## config.mk

```make
export PLATFORM = sky130hd
export DESIGN_NAME = cpu_bus_arbiter
export DESIGN_NICKNAME = d
export VERILOG_FILES = /design/src/rtl/cpu_bus_arbiter.sv
export SDC_FILE = /design/constraint.sdc
export NUM_CORES = 1
export LEC_CHECK = 0
export CAP_MARGIN = 20
export CORE_AREA = 2 2 120 122
export DETAILED_ROUTE_END_ITERATION = 10
export DIE_AREA = 0 0 122 124
export GPL_TIMING_DRIVEN = 0
export PLACE_DENSITY = 0.69
export SYNTH_ARGS = -nofsm -noshare
export SYNTH_HDL_FRONTEND = slang
export SYNTH_SLANG_ARGS = --single-unit
```

## constraint.sdc

```tcl
create_clock -name i_clock -period 2.3 [get_ports i_clock]
set_input_delay 0.345 -clock i_clock [delete_from_list [all_inputs] [get_ports i_clock]]
set_output_delay 0.345 -clock i_clock [all_outputs]
set_load 0.005 [all_outputs]
```

## src/rtl/cpu_bus_arbiter.sv

```systemverilog
// Shares one CPU memory bus between the instruction-fetch port and the load/store data port.
// Data wins by default; a starvation counter eventually forces a waiting fetch through.
module cpu_bus_arbiter #(
  parameter int unsigned STARVE_LIMIT = 16
) (
  input  logic        i_clock,
  input  logic        i_reset,
  input  logic        i_fetch_request,
  input  logic [31:0] i_fetch_address,
  output logic        o_fetch_ready,
  output logic [31:0] o_fetch_rdata,
  input  logic        i_data_request,
  input  logic        i_data_rw,
  input  logic [31:0] i_data_address,
  input  logic [31:0] i_data_wdata,
  input  logic [3:0]  i_data_byte_mask,
  output logic        o_data_ready,
  output logic [31:0] o_data_rdata,
  output logic        o_bus_request,
  output logic        o_bus_rw,
  output logic [31:0] o_bus_address,
  output logic [31:0] o_bus_wdata,
  output logic [3:0]  o_bus_byte_mask,
  input  logic        i_bus_ready,
  input  logic [31:0] i_bus_rdata,
  output logic [1:0]  o_grant,
  output logic [31:0] o_starve_events
);

  typedef enum logic [1:0] {
    IDLE        = 2'd0,
    GRANT_FETCH = 2'd1,
    GRANT_DATA  = 2'd2
  } state_t;

  localparam logic [7:0] LIMIT     = 8'(STARVE_LIMIT);
  localparam bit         STARVE_EN = (STARVE_LIMIT != 0);

  state_t      state_q, state_d;
  logic [7:0]  starve_q, starve_d;
  logic [31:0] starve_events_q, starve_events_d;
  logic        starve_hit;

  // Written as count+1 > limit so a zero limit never folds into a constant compare.
  assign starve_hit = STARVE_EN && (({1'b0, starve_q} + 9'd1) > {1'b0, LIMIT});

  always_ff @(posedge i_clock) begin
    if (i_reset) begin
      state_q         <= IDLE;
      starve_q        <= 8'd0;
      starve_events_q <= 32'd0;
    end else begin
      state_q         <= state_d;
      starve_q        <= starve_d;
      starve_events_q <= starve_events_d;
    end
  end

  always_comb begin
    state_d         = state_q;
    starve_events_d = starve_events_q;
    case (state_q)
      IDLE: begin
        if (i_fetch_request && i_data_request) begin
          if (starve_hit) begin
            state_d         = GRANT_FETCH;
            starve_events_d = starve_events_q + 32'd1;
          end else begin
            state_d = GRANT_DATA;
          end
        end else if (i_fetch_request) begin
          state_d = GRANT_FETCH;
        end else if (i_data_request) begin
          state_d = GRANT_DATA;
        end
      end
      GRANT_FETCH: begin
        if (!i_fetch_request || i_bus_ready) state_d = IDLE;
      end
      GRANT_DATA: begin
        if (!i_data_request || i_bus_ready) state_d = IDLE;
      end
      default: state_d = IDLE;
    endcase
  end

  // Entering a fetch grant always clears the counter, even in the cycle it would count.
  always_comb begin
    starve_d = starve_q;
    if (state_d == GRANT_FETCH && state_q != GRANT_FETCH) begin
      starve_d = 8'd0;
    end else if (i_fetch_request && state_q != GRANT_FETCH && starve_q != 8'hff) begin
      starve_d = starve_q + 8'd1;
    end
  end

  always_comb begin
    o_bus_request   = 1'b0;
    o_bus_rw        = 1'b0;
    o_bus_address   = 32'd0;
    o_bus_wdata     = 32'd0;
    o_bus_byte_mask = 4'h0;
    o_fetch_ready   = 1'b0;
    o_fetch_rdata   = 32'd0;
    o_data_ready    = 1'b0;
    o_data_rdata    = 32'd0;
    case (state_q)
      GRANT_FETCH: begin
        o_bus_request   = i_fetch_request;
        o_bus_address   = i_fetch_address;
        o_bus_byte_mask = 4'hf;
        o_fetch_ready   = i_bus_ready && !i_reset;
        o_fetch_rdata   = i_bus_rdata;
      end
      GRANT_DATA: begin
        o_bus_request   = i_data_request;
        o_bus_rw        = i_data_rw;
        o_bus_address   = i_data_address;
        o_bus_wdata     = i_data_wdata;
        o_bus_byte_mask = i_data_byte_mask;
        o_data_ready    = i_bus_ready && !i_reset;
        o_data_rdata    = i_bus_rdata;
      end
      default: ;
    endcase
  end

  assign o_grant         = state_q;
  assign o_starve_events = starve_events_q;

endmodule

```

==> summary.txt <==
Status
  • Outcome: finished clean

Logic synthesis
  • Mapped cell area: around 0.0036 mm2
  • Synth Flop Type: dfxtp_1
  • Average cell area after synthesis: 7.88 um2
  • Register area share after synthesis: 0.231
  • Area contributors post-synth: dfxtp_1 (23%), and2_1 (17%), a22oi_1 (6.8%)
  • Register bit count reported by yosys: 42
  • Synth cell types: 46
  • FFs w/ async S/R, synth: 0
  • Synth cell count leaders: and2_1 (100), dfxtp_1 (42), nor2b_1 (38)
  • Syn_nets: 606
  • Post-Syn Instances: 461
  • Count leader, synth: and2_1
  • Post-synth EDFFs: 0
  • Yosys top cell area share: 0.231
  • Synth warn: 0
  • Synth area leader: dfxtp_1

Worst setup path
  • Crit start category: register
  • Critical path type: register to primary output
  • CP Capture Type: primary output
  • CP startpoint: o_grant[0]
  • Crit-path max cell delay: ~0.53 ns
  • Critical path fanouts, max: 10
  • Critical path required time: 1.96 ns
  • Data arrival, critical path: 1.91 ns
  • Crit-path cells: inv_4 -> ha_4 -> clkbuf_16 -> buf_4 -> and2_1 -> clkdlybuf4s50_1
  • Worst path slowest cell: clkdlybuf4s50_1
  • FF-to-FF Start: starve_q[0]

Timing
  • Clock skew: 0.00336 ns
  • Max Freq: roughly 0.44 GHz
  • Final Hold Vio Count: 0
  • Period Utilization, post-route: 0.978
  • Period minus WS final: 2.25 ns
  • Slew Viols, Final: 0
  • Setup violations, final: 0
  • Least-Margin Pin Slew: 0.642 ns
  • Total Neg Setup Slack: 0 ns
  • Slew headroom: 0.570
  • RSZ-0062 raised after global routing: yes

Floorplan
  • Die area: 0.0151 mm2
  • # rows: 43
  • DIE HEIGHT: between 100 and 150 um
  • Io pins: 308
  • Die extent in x: 122 um
  • Starting Density: 0.265
  • Core area: around 0.014 mm2

Global routing
  • Grt total ovfl: 0
  • Pin count of the biggest net entering global routing: 13
  • Initial antenna violation count: 2
  • Vias in the first global route: between 4000 and 5000
  • Overall routing resource usage: 0.222
  • Global-route wire length before repair: 25900 um

Clock tree
  • H-tree level count: 2
  • CTS buffer count: 5
  • Reg clk slew, reported paths: about 0.06 ns
  • Sink Count: 42
  • Root Driver: clkbuf_16
  • Clock Path Buffers: 2
  • Clock latency on the worst-skew pair: 0.28 ns
  • TritonCTS clock tree: done

Layout
  • Final #Nets: 930
  • Share of cells above drive strength 1: 0.121
  • Area Overhead vs Synth: 108%
  • Fin util: 0.552

Detailed routing
  • Post-DRT Antenna Nets: 0
  • Remaining DRCs: 0
  • Routed wire length: between 15000 and 20000 um
  • Vias: 4704
  • DRT iter0 DRCs: 224
  • WL/cell: about 19 um
  • Router iterations before antenna repair: 4
  • Via density: 4.86

Placement
  • Port bufs: 306
  • Final GP Congestion: 0.871
  • Hpwl dp: around 15000 um

Power and ir drop
  • Peak VDD IR: 0.000421 V
  • Leak Pwr: 2.91 nW
  • PD cells: 323 mW/mm2

Min path
  • Hold wc startpoint: o_starve_events[11]
  • Hold Path Class: register to register

Run
  • Max-cap violation count: 0
==> where the power goes <==
group	leakage (nW)	total (mW)	internal, mW	switching, mW
registers	0.341	0.746	0.735	0.0104
logic	2.49	0.994	0.624	0.370
clock network	0.0739	0.706	0.430	0.276
total	2.91	2.45	1.79	0.657
==> per-stage QoR <==
stage          setup slack [ns]  total power [mW]  hold WS (ns)  cells  cell area, um2
4_1_cts                 0.00138              2.44         0.555    962            7340
3_5_place_dp             -0.675              1.66         0.538    947            6920
3_3_place_gp             -0.646              1.64         0.531    947            6920
6_report                 0.0498              2.45         0.554    967            7570
5_1_grt                 -0.0533              2.55         0.592    966            7560
2_1_floorplan             0.194              1.06         0.492    461            3630
==> worst max-delay path: cells and delay by family (launching register included) <==
kind	cells	cell delay (ns)
flip-flops	1	0.37
buffers and inverters	4	0.95
adder cells (fa/ha/maj)	1	0.17
AND/OR/NAND/NOR	1	0.13
==> cells by family after synthesis <==
kind of cell / share of synthesized area
and+or+nand+nor: 0.388
AOI/OAI and AO/OA: 0.215
buffers and inverters: 0.0555
DFF: 0.231
xor gates and xnor gates: 0.0699
adders and majority gates: 0.0241
muxes: 0.0155
==> layer usage <==
| layer | track usage | vias up | share of wire | wire length, um |
|---|---|---|---|---|
| met1 | 0.263 | 2251 | 0.40 | 7270 |
| met2 | 0.412 | 183 | 0.51 | 9300 |
| met5 | 0 | - | 0.00060 | 11 |
| li1 | - | 2252 | - | - |
| met3 | 0.0604 | 16 | 0.088 | 1620 |
| met4 | 0.0280 | 2 | 0.0096 | 177 |
==> timing repair <==
| item | 4_1_cts | 5_1_grt |
|---|---|---|
| hold buffers | 0 | 0 |
| pin swaps | 4 | 1 |
| setup endpoints to repair | 165 | 125 |
| gates resized for setup | 86 | 65 |
| setup buffers | 9 | 4 |
==> layout by cell type, fill, tap and decap left out, types with 4 or more instances in the layout <==
master,instances
xnor2_1,25
dfxtp_1,38
nor2b_1,38
a21oi_1,11
a22oi_2,5
buf_4,19
xor2_1,4
clkbuf_16,8
clkbuf_1,6
clkbuf_8,4
and3_1,8
and2_1,98
a2111oi_4,10
buf_6,8
a2111oi_2,6
nand3_1,13
and4_1,5
nor2_1,34
dlymetal6s2s_1,16
nor3_1,11
a22oi_1,28
nand2_1,15
inv_1,13
dlygate4sd2_1,17
nand4_1,9
a211oi_1,7
clkdlybuf4s50_1,273
==> state kept, by name, summed over array words and instances, names as in the netlist <==
register	flops
o_grant	2
starve_q	8
o_starve_events	32
==> worst paths after layout <==
kind	end	slack (ns)	depth (start not counted)
worst max register to register	o_starve_events[29]	0.11	8
worst max-delay path	o_data_rdata[20]	0.05	6
worst min-delay path	o_starve_events[11]	0.55	2
worst min register to register	o_starve_events[11]	0.55	2
==> cell type report <==
class | instances | area, um2
fillers | 1224 | 6150
repair buffers | 319 | 3180
clock buffers | 7 | 143
well taps | 180 | 225
plain buffers | 32 | 317
inverters | 15 | 61.3
diodes | 1 | 2.50
multi-input cells | 370 | 2780
clock inverters | 1 | 5.00
flip-flops and latches | 42 | 851
No activity file was read; power rests on OpenSTA's default activity.
